===== config.mk =====
export PLATFORM = sky130hd
export DESIGN_NAME = load_store_unit_flat
export DESIGN_NICKNAME = d
export VERILOG_FILES = /design/src/rtl/lsu_pkg.sv /design/src/rtl/load_store_unit_if.sv /design/src/rtl/lsu_lane_align.sv /design/src/rtl/load_store_unit.sv /design/src/flat_wrapper.sv
export SDC_FILE = /design/constraint.sdc
export NUM_CORES = 1
export LEC_CHECK = 0
export ABC_CLOCK_PERIOD_IN_PS = 3200
export CORE_UTILIZATION = 48
export DETAILED_ROUTE_END_ITERATION = 10
export PLACE_DENSITY = 0.89
export SLEW_MARGIN = 20
export SYNTH_ARGS = -nofsm -noshare
export SYNTH_HDL_FRONTEND = slang
export SYNTH_SLANG_ARGS = --single-unit

===== constraint.sdc =====
create_clock -name clk -period 3.2 [get_ports clk]
set_input_delay 0.48 -clock clk [delete_from_list [all_inputs] [get_ports clk]]
set_output_delay 0.48 -clock clk [all_outputs]
set_load 0.02 [all_outputs]

===== src/rtl/lsu_pkg.sv =====
// Shared constants and types for the load/store unit: funct3 codes, ex_kind
// encodings, FSM states and the pending-access payload.
package lsu_pkg;

  localparam int unsigned XLEN   = 32;
  localparam int unsigned RD_W   = 5;
  localparam int unsigned F3_W   = 3;
  localparam int unsigned KIND_W = 2;
  localparam int unsigned STRB_W = XLEN / 8;

  localparam logic [F3_W-1:0] F3_LB  = 3'b000;
  localparam logic [F3_W-1:0] F3_LH  = 3'b001;
  localparam logic [F3_W-1:0] F3_LW  = 3'b010;
  localparam logic [F3_W-1:0] F3_LBU = 3'b100;
  localparam logic [F3_W-1:0] F3_LHU = 3'b101;
  localparam logic [F3_W-1:0] F3_SB  = 3'b000;
  localparam logic [F3_W-1:0] F3_SH  = 3'b001;
  localparam logic [F3_W-1:0] F3_SW  = 3'b010;

  typedef enum logic [KIND_W-1:0] {
    KIND_ALU     = 2'b00,
    KIND_LOAD    = 2'b01,
    KIND_STORE   = 2'b10,
    KIND_ALU_ALT = 2'b11
  } ex_kind_e;

  typedef enum logic {
    ST_IDLE = 1'b0,
    ST_MEM  = 1'b1
  } lsu_state_e;

  typedef enum logic [1:0] {
    SZ_BYTE = 2'b00,
    SZ_HALF = 2'b01,
    SZ_WORD = 2'b10
  } acc_size_e;

  // Access captured at handshake and consumed when the memory acks.
  typedef struct packed {
    logic [F3_W-1:0] funct3;
    logic [1:0]      addr_lo;
    logic [RD_W-1:0] rd;
    logic            load;
  } lsu_pend_t;

  // Reserved funct3 encodings (011, 110, 111) fall through to word size.
  function automatic acc_size_e size_of(input logic [F3_W-1:0] f3);
    case (f3[1:0])
      2'b00:   return SZ_BYTE;
      2'b01:   return SZ_HALF;
      default: return SZ_WORD;
    endcase
  endfunction

  function automatic logic is_misaligned(input logic [F3_W-1:0] f3, input logic [1:0] a);
    case (size_of(f3))
      SZ_HALF: return a[0];
      SZ_WORD: return (a != 2'b00);
      default: return 1'b0;
    endcase
  endfunction

endpackage


===== src/rtl/load_store_unit_if.sv =====
// Execute-side, data-memory and register-file write ports of the load/store unit.
// master = the LSU itself, slave = its surroundings (execute, memory, regfile).
interface load_store_unit_if
  import lsu_pkg::*;
#(
  parameter int unsigned ADDR_W = 32
);

  logic              ex_valid;
  logic              ex_ready;
  logic [KIND_W-1:0] ex_kind;
  logic [F3_W-1:0]   ex_funct3;
  logic [RD_W-1:0]   ex_rd;
  logic [XLEN-1:0]   ex_alu;
  logic [XLEN-1:0]   ex_sdata;

  logic              mem_req;
  logic              mem_we;
  logic [ADDR_W-1:0] mem_addr;
  logic [XLEN-1:0]   mem_wdata;
  logic [STRB_W-1:0] mem_wstrb;
  logic              mem_ack;
  logic [XLEN-1:0]   mem_rdata;

  logic [RD_W-1:0]   wb_rd;
  logic [XLEN-1:0]   wb_data;
  logic              wb_valid;
  logic              misalign;

  modport master (
    input  ex_valid, ex_kind, ex_funct3, ex_rd, ex_alu, ex_sdata,
    input  mem_ack, mem_rdata,
    output ex_ready,
    output mem_req, mem_we, mem_addr, mem_wdata, mem_wstrb,
    output wb_rd, wb_data, wb_valid, misalign
  );

  modport slave (
    output ex_valid, ex_kind, ex_funct3, ex_rd, ex_alu, ex_sdata,
    output mem_ack, mem_rdata,
    input  ex_ready,
    input  mem_req, mem_we, mem_addr, mem_wdata, mem_wstrb,
    input  wb_rd, wb_data, wb_valid, misalign
  );

endinterface


===== src/rtl/lsu_lane_align.sv =====
// Combinational byte-lane steering: store data/strobe generation and load
// byte/half extraction with sign or zero extension.
module lsu_lane_align
  import lsu_pkg::*;
(
  input  logic [F3_W-1:0]   st_funct3,
  input  logic [1:0]        st_addr_lo,
  input  logic [XLEN-1:0]   st_data,
  output logic [XLEN-1:0]   st_wdata_c,
  output logic [STRB_W-1:0] st_wstrb_c,
  input  logic [F3_W-1:0]   ld_funct3,
  input  logic [1:0]        ld_addr_lo,
  input  logic [XLEN-1:0]   ld_rdata,
  output logic [XLEN-1:0]   ld_data_c
);

  logic [7:0]  ld_byte;
  logic [15:0] ld_half;
  logic        ld_signed;

  // Narrow stores are replicated so the addressed lanes carry the data.
  always_comb begin
    st_wdata_c = st_data;
    st_wstrb_c = 4'b1111;
    case (size_of(st_funct3))
      SZ_BYTE: begin
        st_wdata_c = {4{st_data[7:0]}};
        st_wstrb_c = 4'b0001 << st_addr_lo;
      end
      SZ_HALF: begin
        st_wdata_c = {2{st_data[15:0]}};
        st_wstrb_c = st_addr_lo[1] ? 4'b1100 : 4'b0011;
      end
      default: ;
    endcase
  end

  // funct3[2] clear selects the sign-extending LB/LH forms.
  always_comb begin
    ld_byte   = ld_rdata[5'({ld_addr_lo, 3'b000}) +: 8];
    ld_half   = ld_addr_lo[1] ? ld_rdata[31:16] : ld_rdata[15:0];
    ld_signed = ~ld_funct3[2];
    ld_data_c = ld_rdata;
    case (size_of(ld_funct3))
      SZ_BYTE: ld_data_c = {{24{ld_signed & ld_byte[7]}}, ld_byte};
      SZ_HALF: ld_data_c = {{16{ld_signed & ld_half[15]}}, ld_half};
      default: ;
    endcase
  end

endmodule


===== src/rtl/load_store_unit.sv =====
// RV32I memory/writeback stage: forwards ALU results or runs one load/store over
// a req/ack port, then pulses the register-file write. Option: LSU_MISALIGN_TRAP_EN.
module load_store_unit
  import lsu_pkg::*;
#(
  parameter int unsigned ADDR_W = 32
) (
  input logic                clk,
  input logic                rst,
  load_store_unit_if.master  bus
);

  lsu_state_e        state_q, state_d;
  lsu_pend_t         pend_q, pend_d;
  logic              ex_ready_q, ex_ready_d;
  logic              mem_req_q, mem_req_d;
  logic              mem_we_q, mem_we_d;
  logic [ADDR_W-1:0] mem_addr_q, mem_addr_d;
  logic [XLEN-1:0]   mem_wdata_q, mem_wdata_d;
  logic [STRB_W-1:0] mem_wstrb_q, mem_wstrb_d;
  logic [RD_W-1:0]   wb_rd_q, wb_rd_d;
  logic [XLEN-1:0]   wb_data_q, wb_data_d;
  logic              wb_valid_q, wb_valid_d;
  logic              misalign_q, misalign_d;

  logic              is_mem_op;
  logic              is_store;
  logic              go_mem;
  logic [XLEN-1:0]   st_wdata_c;
  logic [STRB_W-1:0] st_wstrb_c;
  logic [XLEN-1:0]   ld_data_c;

  assign is_mem_op = (bus.ex_kind == KIND_LOAD) || (bus.ex_kind == KIND_STORE);
  assign is_store  = (bus.ex_kind == KIND_STORE);

  lsu_lane_align u_lane_align (
    .st_funct3  (bus.ex_funct3),
    .st_addr_lo (bus.ex_alu[1:0]),
    .st_data    (bus.ex_sdata),
    .st_wdata_c (st_wdata_c),
    .st_wstrb_c (st_wstrb_c),
    .ld_funct3  (pend_q.funct3),
    .ld_addr_lo (pend_q.addr_lo),
    .ld_rdata   (bus.mem_rdata),
    .ld_data_c  (ld_data_c)
  );

  always_ff @(posedge clk or negedge rst) begin
    if (!rst) begin
      state_q     <= ST_IDLE;
      pend_q      <= '0;
      ex_ready_q  <= 1'b1;
      mem_req_q   <= 1'b0;
      mem_we_q    <= 1'b0;
      mem_addr_q  <= '0;
      mem_wdata_q <= '0;
      mem_wstrb_q <= '0;
      wb_rd_q     <= '0;
      wb_data_q   <= '0;
      wb_valid_q  <= 1'b0;
      misalign_q  <= 1'b0;
    end else begin
      state_q     <= state_d;
      pend_q      <= pend_d;
      ex_ready_q  <= ex_ready_d;
      mem_req_q   <= mem_req_d;
      mem_we_q    <= mem_we_d;
      mem_addr_q  <= mem_addr_d;
      mem_wdata_q <= mem_wdata_d;
      mem_wstrb_q <= mem_wstrb_d;
      wb_rd_q     <= wb_rd_d;
      wb_data_q   <= wb_data_d;
      wb_valid_q  <= wb_valid_d;
      misalign_q  <= misalign_d;
    end
  end

  // Next state and next values of every registered output.
  always_comb begin
    state_d     = state_q;
    pend_d      = pend_q;
    mem_req_d   = mem_req_q;
    mem_we_d    = mem_we_q;
    mem_addr_d  = mem_addr_q;
    mem_wdata_d = mem_wdata_q;
    mem_wstrb_d = mem_wstrb_q;
    wb_rd_d     = wb_rd_q;
    wb_data_d   = wb_data_q;
    wb_valid_d  = 1'b0;
    misalign_d  = 1'b0;
    go_mem      = 1'b0;

    case (state_q)
      ST_IDLE: begin
        if (bus.ex_valid && ex_ready_q) begin
          if (is_mem_op) begin
`ifdef LSU_MISALIGN_TRAP_EN
            if (is_misaligned(bus.ex_funct3, bus.ex_alu[1:0])) begin
              misalign_d = 1'b1;
            end else begin
              go_mem = 1'b1;
            end
`else
            go_mem = 1'b1;
`endif
          end else begin
            wb_rd_d    = bus.ex_rd;
            wb_data_d  = bus.ex_alu;
            wb_valid_d = (bus.ex_rd != '0);
          end
        end
      end
      ST_MEM: begin
        if (bus.mem_ack) begin
          state_d     = ST_IDLE;
          mem_req_d   = 1'b0;
          mem_we_d    = 1'b0;
          mem_wstrb_d = '0;
          if (pend_q.load) begin
            wb_rd_d    = pend_q.rd;
            wb_data_d  = ld_data_c;
            wb_valid_d = (pend_q.rd != '0);
          end
        end
      end
    endcase

    // Lane steering is resolved at acceptance so the bus stays stable while waiting.
    if (go_mem) begin
      state_d        = ST_MEM;
      mem_req_d      = 1'b1;
      mem_we_d       = is_store;
      mem_addr_d     = ADDR_W'({bus.ex_alu[XLEN-1:2], 2'b00});
      mem_wdata_d    = is_store ? st_wdata_c : XLEN'(0);
      mem_wstrb_d    = is_store ? st_wstrb_c : STRB_W'(0);
      pend_d.funct3  = bus.ex_funct3;
      pend_d.addr_lo = bus.ex_alu[1:0];
      pend_d.rd      = bus.ex_rd;
      pend_d.load    = ~is_store;
    end

    ex_ready_d = (state_d == ST_IDLE);
  end

  assign bus.ex_ready  = ex_ready_q;
  assign bus.mem_req   = mem_req_q;
  assign bus.mem_we    = mem_we_q;
  assign bus.mem_addr  = mem_addr_q;
  assign bus.mem_wdata = mem_wdata_q;
  assign bus.mem_wstrb = mem_wstrb_q;
  assign bus.wb_rd     = wb_rd_q;
  assign bus.wb_data   = wb_data_q;
  assign bus.wb_valid  = wb_valid_q;
  assign bus.misalign  = misalign_q;

endmodule


===== src/flat_wrapper.sv =====
// flat-port wrapper written by rule: the top's interface ports become plain ports
module load_store_unit_flat import lsu_pkg::*;
#(
  parameter int unsigned ADDR_W = 32
)
  (clk, rst, bus_ex_valid, bus_ex_kind, bus_ex_funct3, bus_ex_rd, bus_ex_alu, bus_ex_sdata, bus_mem_ack, bus_mem_rdata, bus_ex_ready, bus_mem_req, bus_mem_we, bus_mem_addr, bus_mem_wdata, bus_mem_wstrb, bus_wb_rd, bus_wb_data, bus_wb_valid, bus_misalign);
  load_store_unit_if #(.ADDR_W(ADDR_W)) bus_i ();
  input logic clk;
  input logic rst;
  input wire logic [$bits(bus_i.ex_valid)-1:0] bus_ex_valid;
  input wire logic [$bits(bus_i.ex_kind)-1:0] bus_ex_kind;
  input wire logic [$bits(bus_i.ex_funct3)-1:0] bus_ex_funct3;
  input wire logic [$bits(bus_i.ex_rd)-1:0] bus_ex_rd;
  input wire logic [$bits(bus_i.ex_alu)-1:0] bus_ex_alu;
  input wire logic [$bits(bus_i.ex_sdata)-1:0] bus_ex_sdata;
  input wire logic [$bits(bus_i.mem_ack)-1:0] bus_mem_ack;
  input wire logic [$bits(bus_i.mem_rdata)-1:0] bus_mem_rdata;
  output wire logic [$bits(bus_i.ex_ready)-1:0] bus_ex_ready;
  output wire logic [$bits(bus_i.mem_req)-1:0] bus_mem_req;
  output wire logic [$bits(bus_i.mem_we)-1:0] bus_mem_we;
  output wire logic [$bits(bus_i.mem_addr)-1:0] bus_mem_addr;
  output wire logic [$bits(bus_i.mem_wdata)-1:0] bus_mem_wdata;
  output wire logic [$bits(bus_i.mem_wstrb)-1:0] bus_mem_wstrb;
  output wire logic [$bits(bus_i.wb_rd)-1:0] bus_wb_rd;
  output wire logic [$bits(bus_i.wb_data)-1:0] bus_wb_data;
  output wire logic [$bits(bus_i.wb_valid)-1:0] bus_wb_valid;
  output wire logic [$bits(bus_i.misalign)-1:0] bus_misalign;
  assign bus_i.ex_valid = bus_ex_valid;
  assign bus_i.ex_kind = bus_ex_kind;
  assign bus_i.ex_funct3 = bus_ex_funct3;
  assign bus_i.ex_rd = bus_ex_rd;
  assign bus_i.ex_alu = bus_ex_alu;
  assign bus_i.ex_sdata = bus_ex_sdata;
  assign bus_i.mem_ack = bus_mem_ack;
  assign bus_i.mem_rdata = bus_mem_rdata;
  assign bus_ex_ready = bus_i.ex_ready;
  assign bus_mem_req = bus_i.mem_req;
  assign bus_mem_we = bus_i.mem_we;
  assign bus_mem_addr = bus_i.mem_addr;
  assign bus_mem_wdata = bus_i.mem_wdata;
  assign bus_mem_wstrb = bus_i.mem_wstrb;
  assign bus_wb_rd = bus_i.wb_rd;
  assign bus_wb_data = bus_i.wb_data;
  assign bus_wb_valid = bus_i.wb_valid;
  assign bus_misalign = bus_i.misalign;
  load_store_unit #(.ADDR_W(ADDR_W)) u_core (.clk(clk), .rst(rst), .bus(bus_i));
endmodule

==> results.sh, run 1 <==
export IMPL_grt_ovfl_total=0
export IMPL_multi_input_area_um2=2510
export IMPL_drt_pass1_iter_count=8
export IMPL_synth_seq_cells=119
export IMPL_start_util_pct=49.6
export IMPL_fin_crit_ps=2510
export IMPL_clkTransAtPathRegs_ps=60
export IMPL_final_seq_area_um2=2980
export IMPL_final_setup_viol_count=0
export IMPL_track_usage_pct=32.0
export IMPL_r2r_end="u_core.bus.wb_data[23]"
export IMPL_die_w_um=111
export IMPL_numCtsBuffers=17
export IMPL_rsz0062_at_grt="no"
export IMPL_synth_cell_types=39
export IMPL_grt_pass1_vias=5835
export IMPL_yosys_area_top_type="dfrtp_1"
export IMPL_leakagePower_nw=3.84
export IMPL_grt_pass1_wl_um=30500
export IMPL_ioPinCount=220
export IMPL_r2r_start="u_core.pend_q[7]"
export IMPL_synth_edf_count=0
export IMPL_status="finished with violations"
export IMPL_tns_ps=0
export IMPL_cts_max_path_buffers=2
export IMPL_syn_area_per_cell_um2=8.86
export IMPL_fin_hold_ws_ps=472
export IMPL_die_h_um=111
export IMPL_max_stage_delay_ps=850
export IMPL_dieArea_um2=12300
export IMPL_vdd_ir_drop_max_v=0.000430
export IMPL_n_fill_cell=814
export IMPL_slew_headroom_pct=33.1
export IMPL_drcViolationCount=40
export IMPL_postCtsSetupRepairBufs=0
export IMPL_arrival_ps=2730
export IMPL_ys_seq_area_share_pct=52.1
export IMPL_grt_max_degree=78
export IMPL_cts_sinks=119
export IMPL_synthArstFlopShare_pct=100
export IMPL_hpwl_um=13700
export IMPL_yosysMostFrequentCell="nand2_1"
export IMPL_num_vias=5732
export IMPL_detail_route_iter0_violations=561
export IMPL_rows=39
export IMPL_portBuffers=216
export IMPL_maxCapViolations=0
export IMPL_antenna_found_initial=0
export IMPL_hold_viol_final=0
export IMPL_violations="DRC"
export IMPL_final_nets=959
export IMPL_cts_root_buffer="clkbuf_16"
export IMPL_cp_start_kind="flop"
export IMPL_synth_area_um2=5720
export IMPL_tightestPinTransition_ps=998
export IMPL_core_area_um2=11500
export IMPL_synth_area_leaders="dfrtp_1 (52%), nand2_1 (13%), mux2i_1 (5.1%)"
export IMPL_cts_htree_levels=4
export IMPL_cpMaxStageDelayCell="dfrtp_1"
export IMPL_p_per_area_nw_per_um2=845
export IMPL_netlist_area_leader_share_pct=51.7
export IMPL_post_drt_wl_per_cell_um=19.0
export IMPL_final_antenna_net_count=0
export IMPL_synthFlopType="dfrtp_1"
export IMPL_gp_congestion=0.878
export IMPL_hold_depth=2
export IMPL_post_route_period_util_pct=78.4
export IMPL_synth_cells=645
export IMPL_hold_buffers=0
export IMPL_wl_um=19100
export IMPL_reg2reg_depth=4
export IMPL_max_freq_mhz=399
export IMPL_hold_path_class="flop to flop"
export IMPL_syn_to_final_growth_pct=50.0
export IMPL_crit_type="flop to flop"
export IMPL_clk_latency_ps=410
export IMPL_r2r_slack_ps=690
export IMPL_required_ps=3420
export IMPL_path_buf_inv=0
export IMPL_finalClockSkew_ps=8.51
export IMPL_critPathTopFamily="simple AND/OR/NAND/NOR gates"
export IMPL_cts_resized=0
export IMPL_cts_tree="done"
export IMPL_ys_top_cells_by_count="nand2_1 (203), dfrtp_1 (118), nor2_1 (37)"
export IMPL_min_from="u_core.bus.mem_wdata[16]"
export IMPL_whs_endpoint="u_core.bus.mem_wdata[16]"
export IMPL_end_kind="flop"
export IMPL_crit_fanout=19
export IMPL_yosys_warnings=0
export IMPL_path_cells="mux2i_1 > nor4_1 > nor3_2 > a211oi_1"
export IMPL_vias_per_cell=5.71
export IMPL_slew_viol_final=0
export IMPL_drive_above_1_share_pct=7.09
export IMPL_n_antenna_cell=0
## worst register-to-register path: stages, from the launching register on
cell	delay, ps
dfrtp_1	850
mux2i_1	360
nor4_1	90
nor3_2	800
a211oi_1	220
## per-layer routing
layer	up-vias	share of wire (%)	GRT usage, %
li1	2601	-	-
met1	2760	39	39.5
met2	324	48	52.1
met3	47	9.3	9.08
met4	0	3.8	14.7
met5	-	0	0
## layout by cell type (no fill, tap or decap), drive strengths merged, types with 2 or more instances in the layout
| cell type | n |
|---|---|
| nor2b | 14 |
| o221ai | 14 |
| bufinv | 2 |
| clkinvlp | 4 |
| a211oi | 16 |
| inv | 5 |
| mux2 | 8 |
| clkdlybuf4s50 | 215 |
| a21oi | 36 |
| nand2 | 203 |
| or4 | 2 |
| dfrtp | 118 |
| nor2 | 37 |
| a22o | 9 |
| nand3 | 31 |
| mux2i | 29 |
| buf | 15 |
| clkinv | 6 |
| o21ai | 31 |
| nor3 | 20 |
| clkbuf | 20 |
| or3 | 2 |
| nand2b | 2 |
| conb | 3 |
| o2bb2ai | 5 |
## power by group
| part | switching, W | internal, W | total, W |
|---|---|---|---|
| logic | 0.00158 | 0.00136 | 0.00294 |
| registers | 0.000408 | 0.00203 | 0.00244 |
| clock network | 0.000686 | 0.00118 | 0.00187 |
## stage by stage
step | setup slack, ps | cell area [µm²] | power (W) | cells | util (%)
final | 691 | 8580 | 0.00725 | 1003 | 74.5
after global routing | 493 | 8580 | 0.00760 | 1003 | 74.5
after CTS | 716 | 8540 | 0.00726 | 1001 | 74.2
after detailed placement | 360 | 7960 | 0.00537 | 970 | 69.1
after global placement | 480 | 7960 | 0.00526 | 970 | 69.1
after floorplan | 1290 | 5720 | 0.00390 | 647 | -
## kinds of logic after synthesis
kind of cell	Yosys count	synth area share (%)
other	1	0.0656
flip-flops	119	52.1
AO/OA/AOI/OAI	115	12.8
buffers and inverters	55	4.31
AND/OR/NAND/NOR	316	23.5
multiplexers	38	7.05
adder cells (fa/ha/maj)	1	0.219
## sequential cells by signal (all words and copies together), names as in the netlist
register	count
u_core.bus.mem_wstrb	4
u_core.state_q	1
u_core.pend_q	11
u_core.bus.mem_req	1
u_core.bus.wb_data	32
u_core.bus.mem_we	1
u_core.bus.wb_rd	5
u_core.bus.ex_ready	1
u_core.bus.wb_valid	1
u_core.bus.mem_wdata	32
u_core.bus.mem_addr	30
## worst max-delay path by stage
stage | from | endpoint | slack (ps) | cells after the start
floorplan | bus_ex_kind[0] | u_core.bus.mem_wdata[10] | 1290 | 6
global placement | bus_ex_kind[0] | u_core.bus.wb_rd[0] | 480 | 6
detailed placement | bus_ex_kind[0] | u_core.bus.wb_rd[4] | 360 | 6
CTS | u_core.pend_q[7] | u_core.bus.wb_data[23] | 720 | 4
global route | u_core.pend_q[7] | u_core.bus.wb_data[23] | 490 | 4
finish | u_core.pend_q[7] | u_core.bus.wb_data[23] | 690 | 4
## layout make-up
| type | instances | share of cell area, % |
|---|---|---|
| clock buffer | 20 | 5.32 |
| clock inverter | 11 | 1.47 |
| inverter | 6 | 0.263 |
| multi-input combinational | 473 | 29.2 |
| sequential | 119 | 34.7 |
| tap | 143 | 2.09 |
| timing repair buffer | 231 | 26.9 |
(Power assumes the default switching activity.)
==> run 2: changes to the inputs <==
--- a/config.mk
+++ b/config.mk
@@ -5,10 +5,10 @@
 export SDC_FILE = /design/constraint.sdc
 export NUM_CORES = 1
 export LEC_CHECK = 0
-export ABC_CLOCK_PERIOD_IN_PS = 3200
-export CORE_UTILIZATION = 48
+export ABC_CLOCK_PERIOD_IN_PS = 2140
+export CORE_UTILIZATION = 40
 export DETAILED_ROUTE_END_ITERATION = 10
-export PLACE_DENSITY = 0.89
+export PLACE_DENSITY = 0.79
 export SLEW_MARGIN = 20
 export SYNTH_ARGS = -nofsm -noshare
 export SYNTH_HDL_FRONTEND = slang
==> constraint.sdc (replaced) <==
create_clock -name clk -period 2.14 [get_ports clk]
set_input_delay 0.321 -clock clk [delete_from_list [all_inputs] [get_ports clk]]
set_output_delay 0.321 -clock clk [all_outputs]
set_load 0.02 [all_outputs]
==> run 2 against run 1 <==
The flow now finishes without violations. Flip-flop and latch count did not move. Combinational power rose by 55%. Non-clock buffer count rose by 18. Hold slack got worse by 190 ps. Critical path type unchanged.
==> results.sh, run 2 (synthesis results as in run 1) <==
export IMPL_postCtsSetupRepairBufs=0
export IMPL_start_util_pct=41.0
export IMPL_core_area_um2=13900
export IMPL_antenna_found_initial=0
export IMPL_detail_route_iter0_violations=445
export IMPL_track_usage_pct=26.1
export IMPL_die_h_um=122
export IMPL_post_drt_wl_per_cell_um=17.8
export IMPL_most_common_layout_cells="clkdlybuf4s50_1 (215), nand2_1 (203), dfrtp_1 (117)"
export IMPL_hold_viol_final=0
export IMPL_final_common_cell="clkdlybuf4s50_1"
export IMPL_vdd_ir_drop_max_v=0.000591
export IMPL_tightestPinTransition_ps=674
export IMPL_wl_um=18800
export IMPL_tns_ps=0
export IMPL_crit_type="flop to flop"
export IMPL_arrival_ps=2240
export IMPL_final_nets=977
export IMPL_final_antenna_net_count=0
export IMPL_slew_headroom_pct=55.1
export IMPL_finalClockSkew_ps=8.71
export IMPL_final_setup_viol_count=0
export IMPL_use_met1_pct=32.7
export IMPL_fin_crit_ps=1970
export IMPL_n_antenna_cell=0
export IMPL_leakagePower_nw=3.96
export IMPL_grt_max_degree=58
export IMPL_ioPinCount=220
export IMPL_cts_sinks=119
export IMPL_finish_utilization_pct=63.5
export IMPL_drcViolationCount=0
export IMPL_syn_to_final_growth_pct=54.8
export IMPL_numCtsBuffers=17
export IMPL_use_met2_pct=42.5
export IMPL_grt_pass1_vias=5465
export IMPL_crit_fanout=9
export IMPL_hpwl_um=13500
export IMPL_hold_path_class="input port to async pin"
export IMPL_p_per_area_nw_per_um2=1250
export IMPL_dp_cells=1026
export IMPL_slew_viol_final=0
export IMPL_n_fill_cell=1180
export IMPL_grt_ovfl_total=0
export IMPL_cts_htree_levels=4
export IMPL_num_vias=5641
export IMPL_cts_tree="done"
export IMPL_drt_pass1_iter_count=5
export IMPL_die_w_um=122
export IMPL_post_route_period_util_pct=92.0
export IMPL_drive_above_1_share_pct=9.22
export IMPL_max_freq_mhz=508
export IMPL_clkTransAtPathRegs_ps=60
export IMPL_maxCapViolations=0
export IMPL_cts_root_buffer="clkbuf_16"
export IMPL_rsz0062_at_grt="no"
export IMPL_portBuffers=216
export IMPL_cts_max_path_buffers=2
export IMPL_cp_start_kind="flop"
export IMPL_dieArea_um2=14800
export IMPL_gp_congestion=0.869
export IMPL_final_cells=1059
export IMPL_clk_latency_ps=410
export IMPL_grt_pass1_wl_um=29100
export IMPL_vias_per_cell=5.33
export IMPL_status="complete, no violations"
export IMPL_rows=43
export IMPL_required_ps=2410
export IMPL_fin_hold_ws_ps=285
export IMPL_grt_met3_usage_pct=7.21
export IMPL_grt_busiest_layer="met2"
export IMPL_end_kind="flop"
-- run 2: metrics by stage --
step	power (W)	worst slack (ps)	cell area, µm²
floorplan	0.00584	389	5720
global placement	0.00805	-116	8230
detailed placement	0.00815	-139	8230
CTS	0.0111	62.3	8840
global route	0.0116	109	8850
finish	0.0110	172	8850
-- run 2: power by group --
part,switching (W),internal (W),leakage [nW],total (W)
Clock,0.00105,0.00185,0.288,0.00291
Combinational,0.00244,0.00214,2.19,0.00457
Sequential,0.000525,0.00304,1.48,0.00357
Total,0.00402,0.00703,3.96,0.0110
-- run 2: worst paths after layout --
kind                                               from  cells after the start  slack [ps]                  endpoint
worst max-delay path                   u_core.pend_q[7]                      5         170     u_core.bus.wb_data[8]
worst min-delay path                                rst                      2         290  u_core.bus.mem_wdata[28]
worst max register to register         u_core.pend_q[7]                      5         170     u_core.bus.wb_data[8]
worst min register to register  u_core.bus.mem_wdata[3]                      2         460   u_core.bus.mem_wdata[3]
max in group asynchronous                           rst                      3        1260       u_core.bus.ex_ready
min in group clk                       bus_ex_funct3[2]                      3         440         u_core.pend_q[10]
-- run 2: worst max-delay path: stages, from the launching register on --
cell and delay [ps]:
dfrtp_2 460, buf_4 160, mux4_2 490, a21o_1 300, o221ai_1 320, nand3_1 110
-- run 2: timing repair --
item / 4_1_cts / 5_1_grt
endpoints found under the setup margin: 0 / 17
hold buffers: 1 / 0
gates resized for setup: 0 / 2
endpoints found under the hold margin: 8 / 0
-- run 2: routing by layer --
metal / vias to the layer above / part of all wire, %
met5: - / 0
met4: 0 / 1.8
met3: 27 / 9.0
met2: 289 / 47
met1: 2694 / 42
li1: 2631 / -
-- run 2: area by class of cell --
type	instances	area (µm²)	area share, %
Clock inverter	13	155	1.75
Inverter	6	22.5	0.255
Timing Repair Buffer	249	2510	28.4
Sequential cell	119	2980	33.7
Clock buffer	19	443	5.01
Tap cell	180	225	2.55
Multi-Input combinational cell	473	2510	28.4
==> run 3: changes to the inputs <==
--- a/config.mk
+++ b/config.mk
@@ -6,9 +6,12 @@
 export NUM_CORES = 1
 export LEC_CHECK = 0
 export ABC_CLOCK_PERIOD_IN_PS = 2140
-export CORE_UTILIZATION = 40
+export CELL_PAD_IN_SITES_DETAIL_PLACEMENT = 0
+export CELL_PAD_IN_SITES_GLOBAL_PLACEMENT = 2
+export CORE_UTILIZATION = 23
 export DETAILED_ROUTE_END_ITERATION = 10
-export PLACE_DENSITY = 0.79
+export GPL_TIMING_DRIVEN = 0
+export PLACE_DENSITY = 0.8
 export SLEW_MARGIN = 20
 export SYNTH_ARGS = -nofsm -noshare
 export SYNTH_HDL_FRONTEND = slang
==> run 3 against run 2 <==
Cell area rose by 0.78%. Sequential power fell by 1%. Non-clock buffer count rose by 17. Wire length rose by 23%. Flip-flop and latch count did not move. Die area rose by 73%. Via count fell by 1.6%. First-iteration DRC count fell by 41%. Largest power group unchanged.
==> results.sh, run 3 (synthesis results as in run 1) <==
export IMPL_whs_endpoint="u_core.pend_q[8]"
export IMPL_grt_pass1_vias=5743
export IMPL_worst_slack_ps=147
export IMPL_ioPinCount=220
export IMPL_final_antenna_net_count=0
export IMPL_final_cells=1220
export IMPL_syn_to_final_growth_pct=56.0
export IMPL_path_buf_inv=1
export IMPL_reg2reg_depth=5
export IMPL_slew_headroom_pct=51.7
export IMPL_r2r_start="u_core.pend_q[8]"
export IMPL_crit_type="flop to primary output"
export IMPL_gp_congestion=0.800
export IMPL_status="complete, no violations"
export IMPL_required_ps=1820
export IMPL_min_from="bus_ex_funct3[0]"
export IMPL_grt_max_degree=72
export IMPL_critPathTopFamily="buffers and inverters"
export IMPL_drt_pass1_iter_count=4
export IMPL_most_common_layout_cells="clkdlybuf4s50_1 (213), nand2_1 (202), dfrtp_1 (118)"
export IMPL_arrival_ps=1670
export IMPL_post_route_period_util_pct=93.1
export IMPL_use_met1_pct=25.0
export IMPL_cts_tree="done"
export IMPL_clk_latency_ps=410
export IMPL_vdd_ir_drop_max_v=0.000411
export IMPL_rows=57
export IMPL_antenna_found_initial=0
export IMPL_rsz0062_at_grt="no"
export IMPL_die_h_um=160
export IMPL_grt_pass1_wl_um=35600
export IMPL_numCtsBuffers=17
export IMPL_start_util_pct=23.5
export IMPL_cts_htree_levels=4
export IMPL_cts_max_path_buffers=2
export IMPL_max_stage_delay_ps=690
export IMPL_hold_viol_final=0
export IMPL_cts_sinks=119
export IMPL_use_met2_pct=28.8
export IMPL_vias_per_cell=4.55
export IMPL_max_freq_mhz=502
export IMPL_r2r_end="u_core.bus.wb_data[2]"
export IMPL_fin_crit_ps=1990
export IMPL_grt_ovfl_total=0
export IMPL_slew_viol_final=0
export IMPL_num_vias=5552
export IMPL_cp_start_kind="flop"
export IMPL_tightestPinTransition_ps=725
export IMPL_end_kind="primary output"
export IMPL_p_per_area_nw_per_um2=1230
export IMPL_die_w_um=160
export IMPL_maxCapViolations=0
export IMPL_grt_busiest_layer="met2"
export IMPL_final_nets=994
export IMPL_detail_route_iter0_violations=263
export IMPL_fin_hold_ws_ps=361
export IMPL_cts_root_buffer="clkbuf_16"
export IMPL_dieArea_um2=25500
export IMPL_path_cells="clkdlybuf4s50_1"
export IMPL_finalClockSkew_ps=7.96
export IMPL_wl_um=23200
export IMPL_final_seq_area_um2=2980
export IMPL_drcViolationCount=0
export IMPL_pre_cts_slack_ps=-597
export IMPL_drive_above_1_share_pct=8.48
export IMPL_final_common_cell="clkdlybuf4s50_1"
export IMPL_post_drt_wl_per_cell_um=19.0
export IMPL_finish_utilization_pct=36.7
export IMPL_dp_cells=1186
export IMPL_placed_area_um2=8300
export IMPL_crit_fanout=3
export IMPL_cpMaxStageDelayCell="clkdlybuf4s50_1"
export IMPL_hold_depth=3
export IMPL_core_area_um2=24300
export IMPL_final_design_area_no_fill_um2=8920
export IMPL_final_setup_viol_count=0
export IMPL_track_usage_pct=18.6
export IMPL_r2r_slack_ps=180
export IMPL_hold_path_class="input port to flop"
export IMPL_grt_met3_usage_pct=5.61
export IMPL_hpwl_um=17300
export IMPL_n_fill_cell=2538
export IMPL_leakagePower_nw=3.90
export IMPL_clkTransAtPathRegs_ps=50
export IMPL_portBuffers=214
export IMPL_multi_input_area_um2=2510
export IMPL_n_antenna_cell=0
==> run 3: how the worst max path moves through the flow <==
stage / start / to / slack, ps / cells after the start
after floorplan: bus_ex_kind[0] / u_core.bus.mem_wdata[10] / 390 / 6
after global placement: rst / u_core.bus.mem_wdata[16] / -4400 / 1
after detailed placement: bus_ex_kind[0] / u_core.pend_q[8] / -600 / 8
after CTS: bus_ex_kind[0] / u_core.pend_q[1] / 9 / 7
after global routing: bus_ex_kind[0] / u_core.bus.wb_data[7] / 30 / 8
final: u_core.bus.ex_ready / bus_ex_ready / 150 / 1
==> run 3: final cells by class <==
| type | count | area share, % |
|---|---|---|
| plain buffers | 48 | 2.53 |
| clock buffers | 18 | 4.92 |
| clock inverters | 14 | 1.50 |
| inverters | 6 | 0.253 |
| multi-input cells | 473 | 28.2 |
| flip-flops and latches | 119 | 33.4 |
| well taps | 324 | 4.55 |
| repair buffers | 218 | 24.7 |
==> run 3: metal layers <==
layer / share of wire [%] / vias to the layer above
met5: 0 / -
met4: 1.3 / 0
met3: 7.5 / 20
met2: 45 / 217
met1: 46 / 2644
li1: - / 2671
==> run 3: metrics by stage <==
| stage | power [W] | setup TNS (ps) |
|---|---|---|
| 3_5_place_dp | 0.00823 | -46150 |
| 6_report | 0.0110 | 0 |
| 2_1_floorplan | 0.00584 | 0 |
| 4_1_cts | 0.0111 | 0 |
| 5_1_grt | 0.0117 | 0 |
| 3_3_place_gp | 0.00820 | -567620 |
==> run 3: timing repair <==
action                                  in CTS  in global routing
hold endpoints to repair                    48                  0
hold buffers                                 1                  0
endpoints found under the setup margin      48                 31
buffers inserted                             0                  2
gates resized for setup                      4                  4
pin swaps                                    0                  1
==> run 3: where the power goes <==
part / leakage [nW] / switching [W] / internal [W]
clock network: 0.277 / 0.00111 / 0.00173
logic: 2.14 / 0.00255 / 0.00208
registers: 1.48 / 0.000487 / 0.00304
total: 3.90 / 0.00415 / 0.00685
